===== config.mk =====
export PLATFORM = sky130hd
export DESIGN_NAME = json_motor_rx
export DESIGN_NICKNAME = d
export VERILOG_FILES = /design/src/rtl/json_motor_rx.sv
export SDC_FILE = /design/constraint.sdc
export NUM_CORES = 1
export LEC_CHECK = 0
export ABC_AREA = 1
export BUFFER_PORTS_ARGS = -buffer_cell sky130_fd_sc_hd__buf_4
export CAP_MARGIN = 20
export CORE_MARGIN = 5
export CORE_UTILIZATION = 55
export CTS_BUF_LIST = sky130_fd_sc_hd__clkbuf_16
export DETAILED_ROUTE_END_ITERATION = 10
export PLACE_DENSITY_LB_ADDON = 0.05
export SLEW_MARGIN = 25
export SYNTH_ARGS = -nofsm -noshare
export SYNTH_HDL_FRONTEND = slang
export SYNTH_SLANG_ARGS = --single-unit

===== constraint.sdc =====
create_clock -name clk -period 4.2 [get_ports clk]
set_clock_uncertainty 0.05 [all_clocks]
set_input_delay 0.84 -clock clk [delete_from_list [all_inputs] [get_ports clk]]
set_output_delay 0.84 -clock clk [all_outputs]
set_load 0.05 [all_outputs]

===== src/rtl/json_motor_rx.sv =====
// json_motor_rx
//
// 8N1 UART receiver plus a byte-serial parser for motor command lines of the
// form {"T":1,"L":-0.5,"R":-0.5}<newline>. T is an unsigned integer; L and R
// are signed fixed-point values reported in thousandths.
//
// Ports:
//   clk        system clock
//   rst        synchronous, active-high reset
//   uart_in    serial line, idle high, LSB first, one stop bit, no parity
//   msg_valid  one-cycle pulse when a complete line is committed to the outputs
//   msg_type   unsigned T of the last committed line
//   left       signed L (thousandths) of the last committed line
//   right      signed R (thousandths) of the last committed line
//   msg_error  one-cycle pulse on a rejected line or a framing error
//   dbg_state  {receiver state[1:0], parser state[3:0]} for observation
//
// Handshake: there is no back-pressure. msg_valid and msg_error are
// single-cycle strobes, never asserted together; msg_type/left/right change
// only in the cycle msg_valid is high and hold their value otherwise.
module json_motor_rx #(
    parameter int CLKS_PER_BIT = 50_000_000 / 115_200,
    parameter int MAX_LEN      = 32
) (
    input  logic        clk,
    input  logic        rst,
    input  logic        uart_in,
    output logic        msg_valid,
    output logic [15:0] msg_type,
    output logic [15:0] left,
    output logic [15:0] right,
    output logic        msg_error,
    output logic [5:0]  dbg_state
);

    localparam int CNT_W = $clog2(CLKS_PER_BIT + 1);
    localparam logic [CNT_W-1:0] BIT_LAST  = CNT_W'(CLKS_PER_BIT - 1);
    localparam logic [CNT_W-1:0] HALF_LAST = CNT_W'(CLKS_PER_BIT / 2 - 1);
    localparam int LEN_W = $clog2(MAX_LEN + 1);
    localparam logic [LEN_W-1:0] LEN_MAX = LEN_W'(MAX_LEN);

    // Receiver states
    localparam logic [1:0] RX_IDLE  = 2'd0;
    localparam logic [1:0] RX_START = 2'd1;
    localparam logic [1:0] RX_DATA  = 2'd2;
    localparam logic [1:0] RX_STOP  = 2'd3;

    // Parser states
    localparam logic [3:0] P_IDLE      = 4'd0;
    localparam logic [3:0] P_KEY_Q1    = 4'd1;
    localparam logic [3:0] P_KEY       = 4'd2;
    localparam logic [3:0] P_KEY_Q2    = 4'd3;
    localparam logic [3:0] P_COLON     = 4'd4;
    localparam logic [3:0] P_VAL_SIGN  = 4'd5;
    localparam logic [3:0] P_VAL_INT   = 4'd6;
    localparam logic [3:0] P_VAL_FRAC  = 4'd7;
    localparam logic [3:0] P_AFTER_VAL = 4'd8;
    localparam logic [3:0] P_WAIT_NL   = 4'd9;

    localparam logic [1:0] KEY_T = 2'd0;
    localparam logic [1:0] KEY_L = 2'd1;
    localparam logic [1:0] KEY_R = 2'd2;

    // ------------------------------------------------------------------
    // Synchroniser. Everything resets to 0 so a line that is low when reset
    // releases cannot look like a falling edge: line_prev only goes high
    // once the real line has been seen high.
    // ------------------------------------------------------------------
    logic sync1, sync2, line_prev;

    always_ff @(posedge clk) begin
        if (rst) begin
            sync1     <= 1'b0;
            sync2     <= 1'b0;
            line_prev <= 1'b0;
        end else begin
            sync1     <= uart_in;
            sync2     <= sync1;
            line_prev <= sync2;
        end
    end

    // ------------------------------------------------------------------
    // UART receiver
    // ------------------------------------------------------------------
    logic [1:0]       rx_state;
    logic [CNT_W-1:0] cnt;
    logic [2:0]       bit_idx;
    logic [7:0]       rx_byte;
    logic             byte_stb;
    logic             frame_err;

    always_ff @(posedge clk) begin
        if (rst) begin
            rx_state <= RX_IDLE;
            cnt      <= '0;
            bit_idx  <= 3'd0;
            rx_byte  <= 8'd0;
        end else begin
            case (rx_state)
                RX_IDLE: begin
                    if (line_prev && !sync2) begin
                        rx_state <= RX_START;
                        cnt      <= '0;
                    end
                end
                RX_START: begin
                    // Mid-start re-check rejects glitches shorter than half a bit.
                    if (cnt == HALF_LAST) begin
                        cnt      <= '0;
                        bit_idx  <= 3'd0;
                        rx_state <= sync2 ? RX_IDLE : RX_DATA;
                    end else begin
                        cnt <= cnt + 1'b1;
                    end
                end
                RX_DATA: begin
                    if (cnt == BIT_LAST) begin
                        cnt     <= '0;
                        rx_byte <= {sync2, rx_byte[7:1]};
                        if (bit_idx == 3'd7) begin
                            rx_state <= RX_STOP;
                        end else begin
                            bit_idx <= bit_idx + 1'b1;
                        end
                    end else begin
                        cnt <= cnt + 1'b1;
                    end
                end
                default: begin
                    // Return to idle right at the stop-bit centre so a start
                    // bit following with no gap is still caught.
                    if (cnt == BIT_LAST) begin
                        cnt      <= '0;
                        rx_state <= RX_IDLE;
                    end else begin
                        cnt <= cnt + 1'b1;
                    end
                end
            endcase
        end
    end

    assign byte_stb  = (rx_state == RX_STOP) && (cnt == BIT_LAST) &&  sync2;
    assign frame_err = (rx_state == RX_STOP) && (cnt == BIT_LAST) && !sync2;

    // ------------------------------------------------------------------
    // Parser
    // ------------------------------------------------------------------
    logic [3:0]       p_state;
    logic [1:0]       key;
    logic [15:0]      acc;
    logic             neg;
    logic [2:0]       ndig;
    logic [1:0]       nfrac;
    logic [2:0]       seen;
    logic [15:0]      sh_t, sh_l, sh_r;
    logic [LEN_W-1:0] len;

    logic        is_digit;
    logic [15:0] digit_w;
    logic [15:0] acc_x10;
    logic [15:0] int_lr;
    logic [15:0] frac_add;
    logic [15:0] signed_val;
    logic        in_line;
    logic        is_term;
    logic        val_end;

    assign is_digit   = (rx_byte >= 8'h30) && (rx_byte <= 8'h39);
    assign digit_w    = {12'd0, rx_byte[3:0]};
    assign acc_x10    = acc * 16'd10;
    assign int_lr     = digit_w * 16'd1000;
    assign signed_val = neg ? (16'd0 - acc) : acc;
    assign in_line    = (p_state != P_IDLE) && (p_state != P_WAIT_NL);
    assign is_term    = (rx_byte == 8'h2C) || (rx_byte == 8'h7D) || (rx_byte == 8'h20);
    // A space inside a number terminates it; AFTER_VAL then waits for , or }.
    assign val_end    = is_term &&
                        (((p_state == P_VAL_INT)  && (ndig  != 3'd0)) ||
                         ((p_state == P_VAL_FRAC) && (nfrac != 2'd0)));

    always_comb begin
        frac_add = 16'd0;
        case (nfrac)
            2'd0:    frac_add = digit_w * 16'd100;
            2'd1:    frac_add = digit_w * 16'd10;
            default: frac_add = digit_w;
        endcase
    end

    always_ff @(posedge clk) begin
        if (rst) begin
            p_state   <= P_IDLE;
            key       <= KEY_T;
            acc       <= 16'd0;
            neg       <= 1'b0;
            ndig      <= 3'd0;
            nfrac     <= 2'd0;
            seen      <= 3'd0;
            sh_t      <= 16'd0;
            sh_l      <= 16'd0;
            sh_r      <= 16'd0;
            len       <= '0;
            msg_valid <= 1'b0;
            msg_error <= 1'b0;
            msg_type  <= 16'd0;
            left      <= 16'd0;
            right     <= 16'd0;
        end else begin
            msg_valid <= 1'b0;
            msg_error <= 1'b0;
            if (frame_err) begin
                msg_error <= 1'b1;
                p_state   <= P_IDLE;
            end else if (byte_stb) begin
                if ((p_state != P_IDLE) && (rx_byte == 8'h7B)) begin
                    // Unexpected '{': drop this line, start a new one.
                    msg_error <= 1'b1;
                    p_state   <= P_KEY_Q1;
                    len       <= LEN_W'(1);
                    seen      <= 3'd0;
                end else if (in_line && (len == LEN_MAX)) begin
                    msg_error <= 1'b1;
                    p_state   <= P_IDLE;
                end else begin
                    if (in_line) begin
                        len <= len + 1'b1;
                    end
                    if (val_end) begin
                        case (key)
                            KEY_T: begin sh_t <= signed_val; seen[0] <= 1'b1; end
                            KEY_L: begin sh_l <= signed_val; seen[1] <= 1'b1; end
                            default: begin sh_r <= signed_val; seen[2] <= 1'b1; end
                        endcase
                        if (rx_byte == 8'h2C)      p_state <= P_KEY_Q1;
                        else if (rx_byte == 8'h7D) p_state <= P_WAIT_NL;
                        else                       p_state <= P_AFTER_VAL;
                    end else if ((rx_byte == 8'h20) && (p_state != P_VAL_INT) &&
                                 (p_state != P_VAL_FRAC)) begin
                        // space outside a number: ignored
                    end else begin
                        case (p_state)
                            P_IDLE: begin
                                if (rx_byte == 8'h7B) begin
                                    p_state <= P_KEY_Q1;
                                    len     <= LEN_W'(1);
                                    seen    <= 3'd0;
                                end
                            end
                            P_KEY_Q1: begin
                                if (rx_byte == 8'h22) p_state <= P_KEY;
                                else begin msg_error <= 1'b1; p_state <= P_IDLE; end
                            end
                            P_KEY: begin
                                if (rx_byte == 8'h54)      begin key <= KEY_T; p_state <= P_KEY_Q2; end
                                else if (rx_byte == 8'h4C) begin key <= KEY_L; p_state <= P_KEY_Q2; end
                                else if (rx_byte == 8'h52) begin key <= KEY_R; p_state <= P_KEY_Q2; end
                                else begin msg_error <= 1'b1; p_state <= P_IDLE; end
                            end
                            P_KEY_Q2: begin
                                if (rx_byte == 8'h22) p_state <= P_COLON;
                                else begin msg_error <= 1'b1; p_state <= P_IDLE; end
                            end
                            P_COLON: begin
                                if (rx_byte == 8'h3A) begin
                                    p_state <= P_VAL_SIGN;
                                    acc     <= 16'd0;
                                    neg     <= 1'b0;
                                    ndig    <= 3'd0;
                                    nfrac   <= 2'd0;
                                end else begin
                                    msg_error <= 1'b1;
                                    p_state   <= P_IDLE;
                                end
                            end
                            P_VAL_SIGN: begin
                                if ((rx_byte == 8'h2D) && (key != KEY_T)) begin
                                    neg     <= 1'b1;
                                    p_state <= P_VAL_INT;
                                end else if (is_digit) begin
                                    acc     <= (key == KEY_T) ? digit_w : int_lr;
                                    ndig    <= 3'd1;
                                    p_state <= P_VAL_INT;
                                end else begin
                                    msg_error <= 1'b1;
                                    p_state   <= P_IDLE;
                                end
                            end
                            P_VAL_INT: begin
                                if (is_digit && (key == KEY_T) && (ndig != 3'd4)) begin
                                    acc  <= acc_x10 + digit_w;
                                    ndig <= ndig + 1'b1;
                                end else if (is_digit && (key != KEY_T) && (ndig == 3'd0)) begin
                                    acc  <= int_lr;
                                    ndig <= 3'd1;
                                end else if ((rx_byte == 8'h2E) && (key != KEY_T) && (ndig != 3'd0)) begin
                                    p_state <= P_VAL_FRAC;
                                end else begin
                                    msg_error <= 1'b1;
                                    p_state   <= P_IDLE;
                                end
                            end
                            P_VAL_FRAC: begin
                                if (is_digit && (nfrac != 2'd3)) begin
                                    acc   <= acc + frac_add;
                                    nfrac <= nfrac + 1'b1;
                                end else begin
                                    msg_error <= 1'b1;
                                    p_state   <= P_IDLE;
                                end
                            end
                            P_AFTER_VAL: begin
                                if (rx_byte == 8'h2C)      p_state <= P_KEY_Q1;
                                else if (rx_byte == 8'h7D) p_state <= P_WAIT_NL;
                                else begin msg_error <= 1'b1; p_state <= P_IDLE; end
                            end
                            P_WAIT_NL: begin
                                if (rx_byte == 8'h0A) begin
                                    p_state <= P_IDLE;
                                    if (seen == 3'b111) begin
                                        msg_valid <= 1'b1;
                                        msg_type  <= sh_t;
                                        left      <= sh_l;
                                        right     <= sh_r;
                                    end else begin
                                        msg_error <= 1'b1;
                                    end
                                end else if (rx_byte != 8'h0D) begin
                                    msg_error <= 1'b1;
                                    p_state   <= P_IDLE;
                                end
                            end
                            default: p_state <= P_IDLE;
                        endcase
                    end
                end
            end
        end
    end

    assign dbg_state = {rx_state, p_state};

endmodule


Word-level counts from Yosys, hierarchy flattened
Cells that the tools add are included.
{ "word_totals": {"register_bits": 160, "latchBits": 0, "mem_bits_rw": 0, "romBits": 0, "in_bits": 3, "word_cells": 275, "memories": 0} }
{ "classes": {"addsub": 8, "multipliers": 4, "n_div": 0, "magnitude_cmp": 2, "eq_ne": 59, "n_shift": 0, "mux": 104, "bitwise_logic": 9, "reduce_logical": 64} }
{ "op_table": {"columns": ["op", "n"], "rows": [
  ["16-bit two-way mux", 7],
  ["16-bit one-hot mux with 4 select lines", 1],
  ["3-bit two-way mux", 19],
  ["4-bit two-way mux", 13],
  ["8-bit by 6-bit equality test with 1-bit output, second input constant", 6],
  ["6-bit two-way mux", 7],
  ["8-bit by 7-bit equality test with 1-bit output, second input constant", 5],
  ["4-bit one-hot mux with 10 select lines", 1],
  ["2-bit two-way mux", 15],
  ["1-bit two-way mux", 29],
  ["7-bit AND reduction", 4],
  ["9-bit two-way mux", 3],
  ["9-bit AND reduction", 3],
  ["2-bit != test, second input constant", 11],
  ["11-bit one-hot mux with 2 select lines", 1],
  ["1-bit logical AND", 21],
  ["5-bit != test, second input constant", 4],
  ["9-bit one-hot mux with 2 select lines", 1],
  ["6-bit AND reduction", 3],
  ["3-bit nonzero test", 6],
  ["16-bit adder", 1],
  ["16-bit by 4-bit adder with 16-bit output", 1],
  ["4-bit by 3-bit equality test with 1-bit output, second input constant", 4],
  ["16-bit by 3-bit multiplier with 15-bit output, second input constant", 1],
  ["other kinds (52)", 83]
]} }

Depth between registers and ports, before layout
Gate-level depths: netlist (run 1).
{ "logic_depth": {"ltp_word": 13, "depth_mapped": 22} }

Least setup slack after synthesis (run 1)
OpenSTA, ideal clock, no wires.
{ "synth_timing": {"path_type": "reg2reg", "from": "register rx_byte[2]", "to": "register acc[15]", "arrival_time_ns": 3.358, "t_required_ns": 4.016, "slack_ns": 0.658, "path_stages_with_launch": 20, "period_less_slack_ns": 3.542, "path_cell_list": "dfxtp_1 -> inv_1 -> ha_1 -> ha_1 -> ha_1 -> a31o_2 -> o21ai_0 -> a21oi_1 -> ha_1 -> inv_1 -> nor3_1 -> nand3_1 -> nand4_1 -> nand3_1 -> nor2_1 -> nor2_1 -> nand2_1 -> nand2_1 -> nand2_1 -> a21oi_1"} }
{ "synth_between": {"elab_chain_cells": 6} }
{ "synth_lines": {"columns": ["item", "line_no", "source"], "rows": [
  ["from (decl)", "89", "logic [7:0] rx_byte;"],
  ["from (signal assigned)", "120", "rx_byte <= {sync2, rx_byte[7:1]};"],
  ["branches (longest 6 deep; another with 16-bit adder)", null, null],
  ["to (signal assigned)", "291", "acc <= acc_x10 + digit_w;"],
  ["to (signal assigned)", "294", "acc <= int_lr;"],
  ["to (signal assigned)", "305", "acc <= acc + frac_add;"],
  ["to (decl)", "152", "logic [15:0] acc;"]
]} }
Parallel ways; which one is timed is not known. The select of a mux whose other input is x is not followed.
A chain may end at the register's enable or synchronous reset.

Worst setup path after layout (run 1)
{ "layout_timing": {"from": "register rx_byte[3]", "to": "register acc[15]"} }
The elaborated chain is that of the path after synthesis.

==> metrics, run 1 <==
R2R setup slack=450 ps; CTS root buf=clkbuf_16; Power Dens Cells=284 nW/um^2; Distinct cells, synth=58; CORE AREA=18,700 um^2; Setup crit start=rx_byte[3]$_SDFFE_PP0P_; Worst-Margin Slew=828 ps; clk buf depth=2; CTS tree=done; Hold Crit Class=flop to flop; Vias=9,514; first-pass GRT wire length=44.6 mm; Avg WL per Cell=15.4 um; initial core utilization=0.559; I/O Buffers=58; Nets=1,584; count of clock tree sinks=160; hpwl dp=20.1 mm; Worst-Skew Late Latency=430 ps; # resized after CTS=0; met3 WL=1.30 mm; maximum VDD drop=0.214 mV; delay of the slowest cell on the worst path=550 ps; Clock Pin Slew Worst Setup and Hold Paths=70 ps; drt first pass iters=6; max frequency=267 MHz; Critical Path End Type=flop; Mapped Cells=1,446; Synth Warn #=0; Net Count, Synth=1,540; number of synthesized flops with an enable pin=0; period utilization=0.892; Routed Wire Length=26.8 mm; IO Pins=59; Largest delay share family, worst path=adder cells; kind of critical path=flop to flop; depth of the CTS H-tree=4; Iteration-0 DRC Markers=780; met2 wire length=12.5 mm; Final Hold Vio Count=0; R2R cell count=19; Worst R2R End=acc[15]$_SDFFE_PP0P_; minimum clock period=3750 ps; worst path required time=4450 ps; Critical R2R Launch=rx_byte[3]$_SDFFE_PP0P_; Worst EP arrival=3990 ps; syn avg cell area=7.24 um^2; vias in the first global route=8,764; Worst path depth=19; Syn Std Cell Area=10,500 um^2; Top Layer Used=met4; Critical Path End=acc[15]$_SDFFE_PP0P_; Area Growth Syn to Fin=11.3%; post-synth top area share=0.306; worst rel slew slack=0.448; max-slew violations=0; Setup violations, final=0; Synth Register Bits=160; non-filler cells, final=1,737; CTS buffer count=17; register area=3200 um^2; Post-route DRC=0; Async SR Flop Fraction=0; Fillers=1,741; vias per cell=5.48; crit path max-delay cell type=dfxtp_1; status=finished clean; Max FO, Critical Path=9; metal1 wirelength=12.5 mm; Setup TNS Final=0 ps; Placed Cells=1,705; area occupied by multi-input gates=6180 um^2; initial antenna violation count=0; GP Congestion=0.925; crit-path most repeated cell=ha_1; main flop type after synthesis=dfxtp_1; die height=148 um; post-synth top area cell=dfxtp_1; WP buf/inv=2; GR Overflow Total=0; Hold Buf Count CTS=0; die area=21,900 um^2; hold path cells=2; DIE WIDTH=148 um; layout cell share with drive strength beyond 1=0.132; row count=50; worst-path cell chain=inv_1 > ha_1 > ha_1 > ha_1 > a31o_2 > o21ai_0 > a21oi_1 > ha_1 > inv_1 > nor3_1 > nand3_1 > nand4_1 > nand3_1 > nor2_1 > nor2_1 > nand2_1 > nand2_1 > nand2_1 > a21oi_1; leakage=5.28 nW; sequential area share after synthesis=0.306; hold_ws=364 ps; largest net degree at the start of global routing=87; RSZ-0062 raised after global routing=false; postcts setup bufs=0; Worst Setup Start Kind=flop; synth top area cells=dfxtp_1 (31%), nand2_1 (9.7%), ha_1 (9.7%); ant diodes=0; ANT nets after route=0; GRT Total Usage=0.247; max-cap viol count=0
==> flip-flops by register name (all words and copies together), names as in the netlist, 2 cells and up <==
| register | cells |
|---|---|
| acc | 16 |
| bit_idx | 3 |
| cnt | 9 |
| key | 2 |
| left | 16 |
| len | 6 |
| msg_type | 16 |
| ndig | 3 |
| nfrac | 2 |
| p_state | 4 |
| right | 16 |
| rx_byte | 8 |
| rx_state | 2 |
| seen | 3 |
| sh_l | 16 |
| sh_r | 16 |
| sh_t | 16 |
==> worst register-to-register path, delay by kind of cell (launching register included) <==
family / cells / cell delay, ps
fa+ha+maj: 4 / 1240
simple gates: 9 / 1020
flops: 1 / 550
compound gates: 4 / 520
buf+inv: 2 / 240
==> synthesized netlist by cell type, types with 3 or more instances <==
cell      number
ha_1          81
inv_1        205
o21ai_0       54
buf_6          5
nand2_4        3
nor2_2         8
nand4_1       20
inv_2         12
nand2_2        4
buf_2          8
o211ai_1       6
a22oi_1        3
a31oi_1        3
a21oi_1      109
nor2_4         6
or2_2          6
dfxtp_1      160
o21ai_1       39
a21oi_2        3
a31o_2         3
nand3_1       81
nand2_1      271
nor3_1        28
fa_1          10
o221ai_1       6
clkbuf_1      19
a21o_1         3
nor2_1       144
clkinv_1       4
a211oi_1      22
xor2_1        27
buf_4          9
xnor2_1        5
a211oi_2      44
==> kinds of logic (layout without fill, tap and decap cells) <==
group,count (synthesis),in the layout,synth area share
buffers and inverters,265,322,0.104
adder cells (fa/ha/maj),91,91,0.116
AO/OA/AOI/OAI,312,312,0.199
AND/OR/NAND/NOR,586,586,0.248
XOR/XNOR,32,32,0.0268
flip-flops,160,160,0.306
==> cell type report <==
cell class	count	share of cell area
multi-input combinational	1021	0.530
timing repair buffer	68	0.0449
clock inverter	15	0.0161
clock buffer	17	0.0365
inverter	222	0.0718
sequential	160	0.275
tap	234	0.0251
==> routing by layer <==
layer,vias to the layer above,GRT usage
li1,4881,-
met1,4366,0.340
met2,231,0.409
met3,36,0.0319
met4,0,0.0721
met5,-,0
==> worst min-delay path by stage <==
stage | from | endpoint | slack [ps]
after detailed placement | sync1$_SDFF_PP0_ | sync2$_SDFF_PP0_ | 350
final | sync1$_SDFF_PP0_ | sync2$_SDFF_PP0_ | 360
after CTS | sync1$_SDFF_PP0_ | sync2$_SDFF_PP0_ | 370
after global placement | sync1$_SDFF_PP0_ | sync2$_SDFF_PP0_ | 340
after global routing | sync1$_SDFF_PP0_ | sync2$_SDFF_PP0_ | 380
after floorplan | sync1$_SDFF_PP0_ | sync2$_SDFF_PP0_ | 340
==> power by group <==
group,leakage (nW),internal (mW),switching [mW]
Combinational,3.69,0.0516,0.133
Clock,0.293,0.810,0.753
Sequential,1.29,1.53,0.0195
Total,5.28,2.40,0.906
==> placed cells by master (no fill, tap or decap), types with 4 or more instances in the layout <==
master     Yosys  layout
nor3_1        28      28
nand3_1       81      81
o21ai_0       54      54
or2_2          6       6
nor2_4         6       6
o221ai_1       6       6
dfxtp_1      160     160
a21oi_1      109     109
o211ai_1       6       6
a211oi_1      22      22
clkinv_8       0       6
a211oi_2      44      44
buf_4          9      67
nand2_1      271     271
inv_2         12      12
nand2_2        4       4
inv_1        205     205
xnor2_1        5       5
o21ai_1       39      39
fa_1          10      10
nor2_1       144     144
ha_1          81      81
clkinv_1       4       4
clkbuf_16      0      17
inv_6          0       4
nor2_2         8       8
nand4_1       20      20
xor2_1        27      27
==> stage by stage <==
stage | power (mW) | cell area (um^2) | setup slack [ps] | utilization
finish | 3.30 | 11600 | 453 | 0.623
global route | 3.43 | 11600 | 104 | 0.623
CTS | 3.33 | 11600 | 529 | 0.623
detailed placement | 1.77 | 11000 | 535 | 0.590
global placement | 1.77 | 11000 | 616 | 0.590
floorplan | 1.73 | 10500 | 658 | -
Note: power is estimated with default switching activity, not from simulation.
==> inputs of run 2 (changes only) <==
- BUFFER_PORTS_ARGS: -buffer_cell sky130_fd_sc_hd__buf_4 -> not set
- CORE_MARGIN: 5 -> 10
- DONT_BUFFER_PORTS: not set -> 1
==> metrics, run 2 (synthesis results as in run 1) <==
status=finished clean; Power Dens Cells=294 nW/um^2; GRT Total Usage=0.221; R2R setup slack=460 ps; largest net degree at the start of global routing=95; total power=3.30 mW; max-cap viol count=0; DIE WIDTH=158 um; CTS buffer count=17; Worst R2R End=acc[15]$_SDFFE_PP0P_; kind of critical path=flop to flop; most frequent cells in the layout=nand2_1 (271), inv_1 (205), dfxtp_1 (159); vias in the first global route=8,805; hold_sp=sync1$_SDFF_PP0_; hold_ws=354 ps; Worst-Skew Late Latency=430 ps; initial core utilization=0.559; period utilization=0.891; GR Overflow Total=0; Vias=9,336; Worst-Margin Slew=784 ps; worst rel slew slack=0.477; IO Pins=59; non-filler cells, final=1,681; final core occ=0.600; Post-route DRC=0; minimum clock period=3740 ps; maximum VDD drop=0.253 mV; Worst Setup Start Kind=flop; hpwl dp=20.4 mm; Area Growth Syn to Fin=7.31%; Nets=1,528; ant diodes=0; count of clock tree sinks=160; GP Congestion=0.947; drt first pass iters=6; layout cell share with drive strength beyond 1=0.0988; die area=24,900 um^2; row count=50; Worst Setup Slack, final=457 ps; Setup violations, final=0; leakage=4.97 nW; max-slew violations=0; RSZ-0062 raised after global routing=false; Cell Area, Placed=10,600 um^2; Critical R2R Launch=rx_byte[1]$_SDFFE_PP0P_; final instance area=11,200 um^2; Fillers=1,798; clk buf depth=2; first-pass GRT wire length=44.8 mm; R2R cell count=19; CTS tree=done; initial antenna violation count=0; Worst EP arrival=4020 ps; Avg WL per Cell=16.1 um; DP Worst Slack=363 ps; Setup TNS Final=0 ps; Iteration-0 DRC Markers=550; commonest non-fill, non-tap cell in the layout=nand2_1; die height=158 um; I/O Buffers=0; worst path required time=4480 ps; ANT nets after route=0; Critical Path End Type=flop; area occupied by multi-input gates=6180 um^2; WHS Endpoint=sync2$_SDFF_PP0_; Hold Crit Class=flop to flop; register area=3200 um^2; vias per cell=5.55; Clock Pin Slew Worst Setup and Hold Paths=70 ps; CTS root buf=clkbuf_16; Final Hold Vio Count=0; CORE AREA=18,700 um^2; hold path cells=2; depth of the CTS H-tree=4; Placed Cells=1,649; max frequency=267 MHz; Max FO, Critical Path=10; Routed Wire Length=27.0 mm
run 2: area by class of cell:
cell class,instances,area share
Inverter,222,0.0744
Multi-Input combinational cell,1021,0.550
Clock inverter,15,0.0169
Timing Repair Buffer,12,0.00914
Clock buffer,17,0.0379
Tap cell,234,0.0261
Sequential cell,160,0.285
run 2: how the worst max path moves through the flow:
stage                                  startpoint                    to  cells past startpoint  slack [ps]
after floorplan           rx_byte[2]$_SDFFE_PP0P_  acc[15]$_SDFFE_PP0P_                     19         660
after global placement    rx_byte[1]$_SDFFE_PP0P_  acc[15]$_SDFFE_PP0P_                     19         500
after detailed placement  rx_byte[1]$_SDFFE_PP0P_  acc[15]$_SDFFE_PP0P_                     19         360
after CTS                 rx_byte[1]$_SDFFE_PP0P_  acc[15]$_SDFFE_PP0P_                     19         350
after global routing      rx_byte[1]$_SDFFE_PP0P_  acc[15]$_SDFFE_PP0P_                     19         170
final                     rx_byte[1]$_SDFFE_PP0P_  acc[15]$_SDFFE_PP0P_                     19         460
run 2: repair_timing:
item,4_1_cts,5_1_grt
endpoints found under the hold margin,0,0
endpoints found under the setup margin,0,1
buffers inserted,0,0
hold buffers,0,0
resized for setup,0,1
run 2: routing by layer:
layer | track usage | routed length (um) | vias to the layer above
met1 | 0.295 | 12700 | 4311
met2 | 0.368 | 12700 | 201
met4 | 0.0618 | 445 | 0
met3 | 0.0280 | 1260 | 34
met5 | 0 | 0 | -
li1 | - | - | 4790
run 2: critical path, stage by stage, from the launching register on:
cell and delay [ps]:
dfxtp_2 440, inv_1 210, ha_1 340, ha_1 230, fa_1 420, a31o_2 230
o21ai_0 160, a21oi_1 80, ha_1 360, inv_1 70, nor3_1 270, nand3_1 130
nand4_1 190, nand3_1 110, nor2_1 100, nor2_1 50, nand2_1 60, nand2_1 50
nand2_1 50, a21oi_1 50
run 2: where the power goes:
group          internal [mW]  switching, mW
sequential              1.53         0.0276
clock                  0.859          0.723
combinational         0.0462          0.108
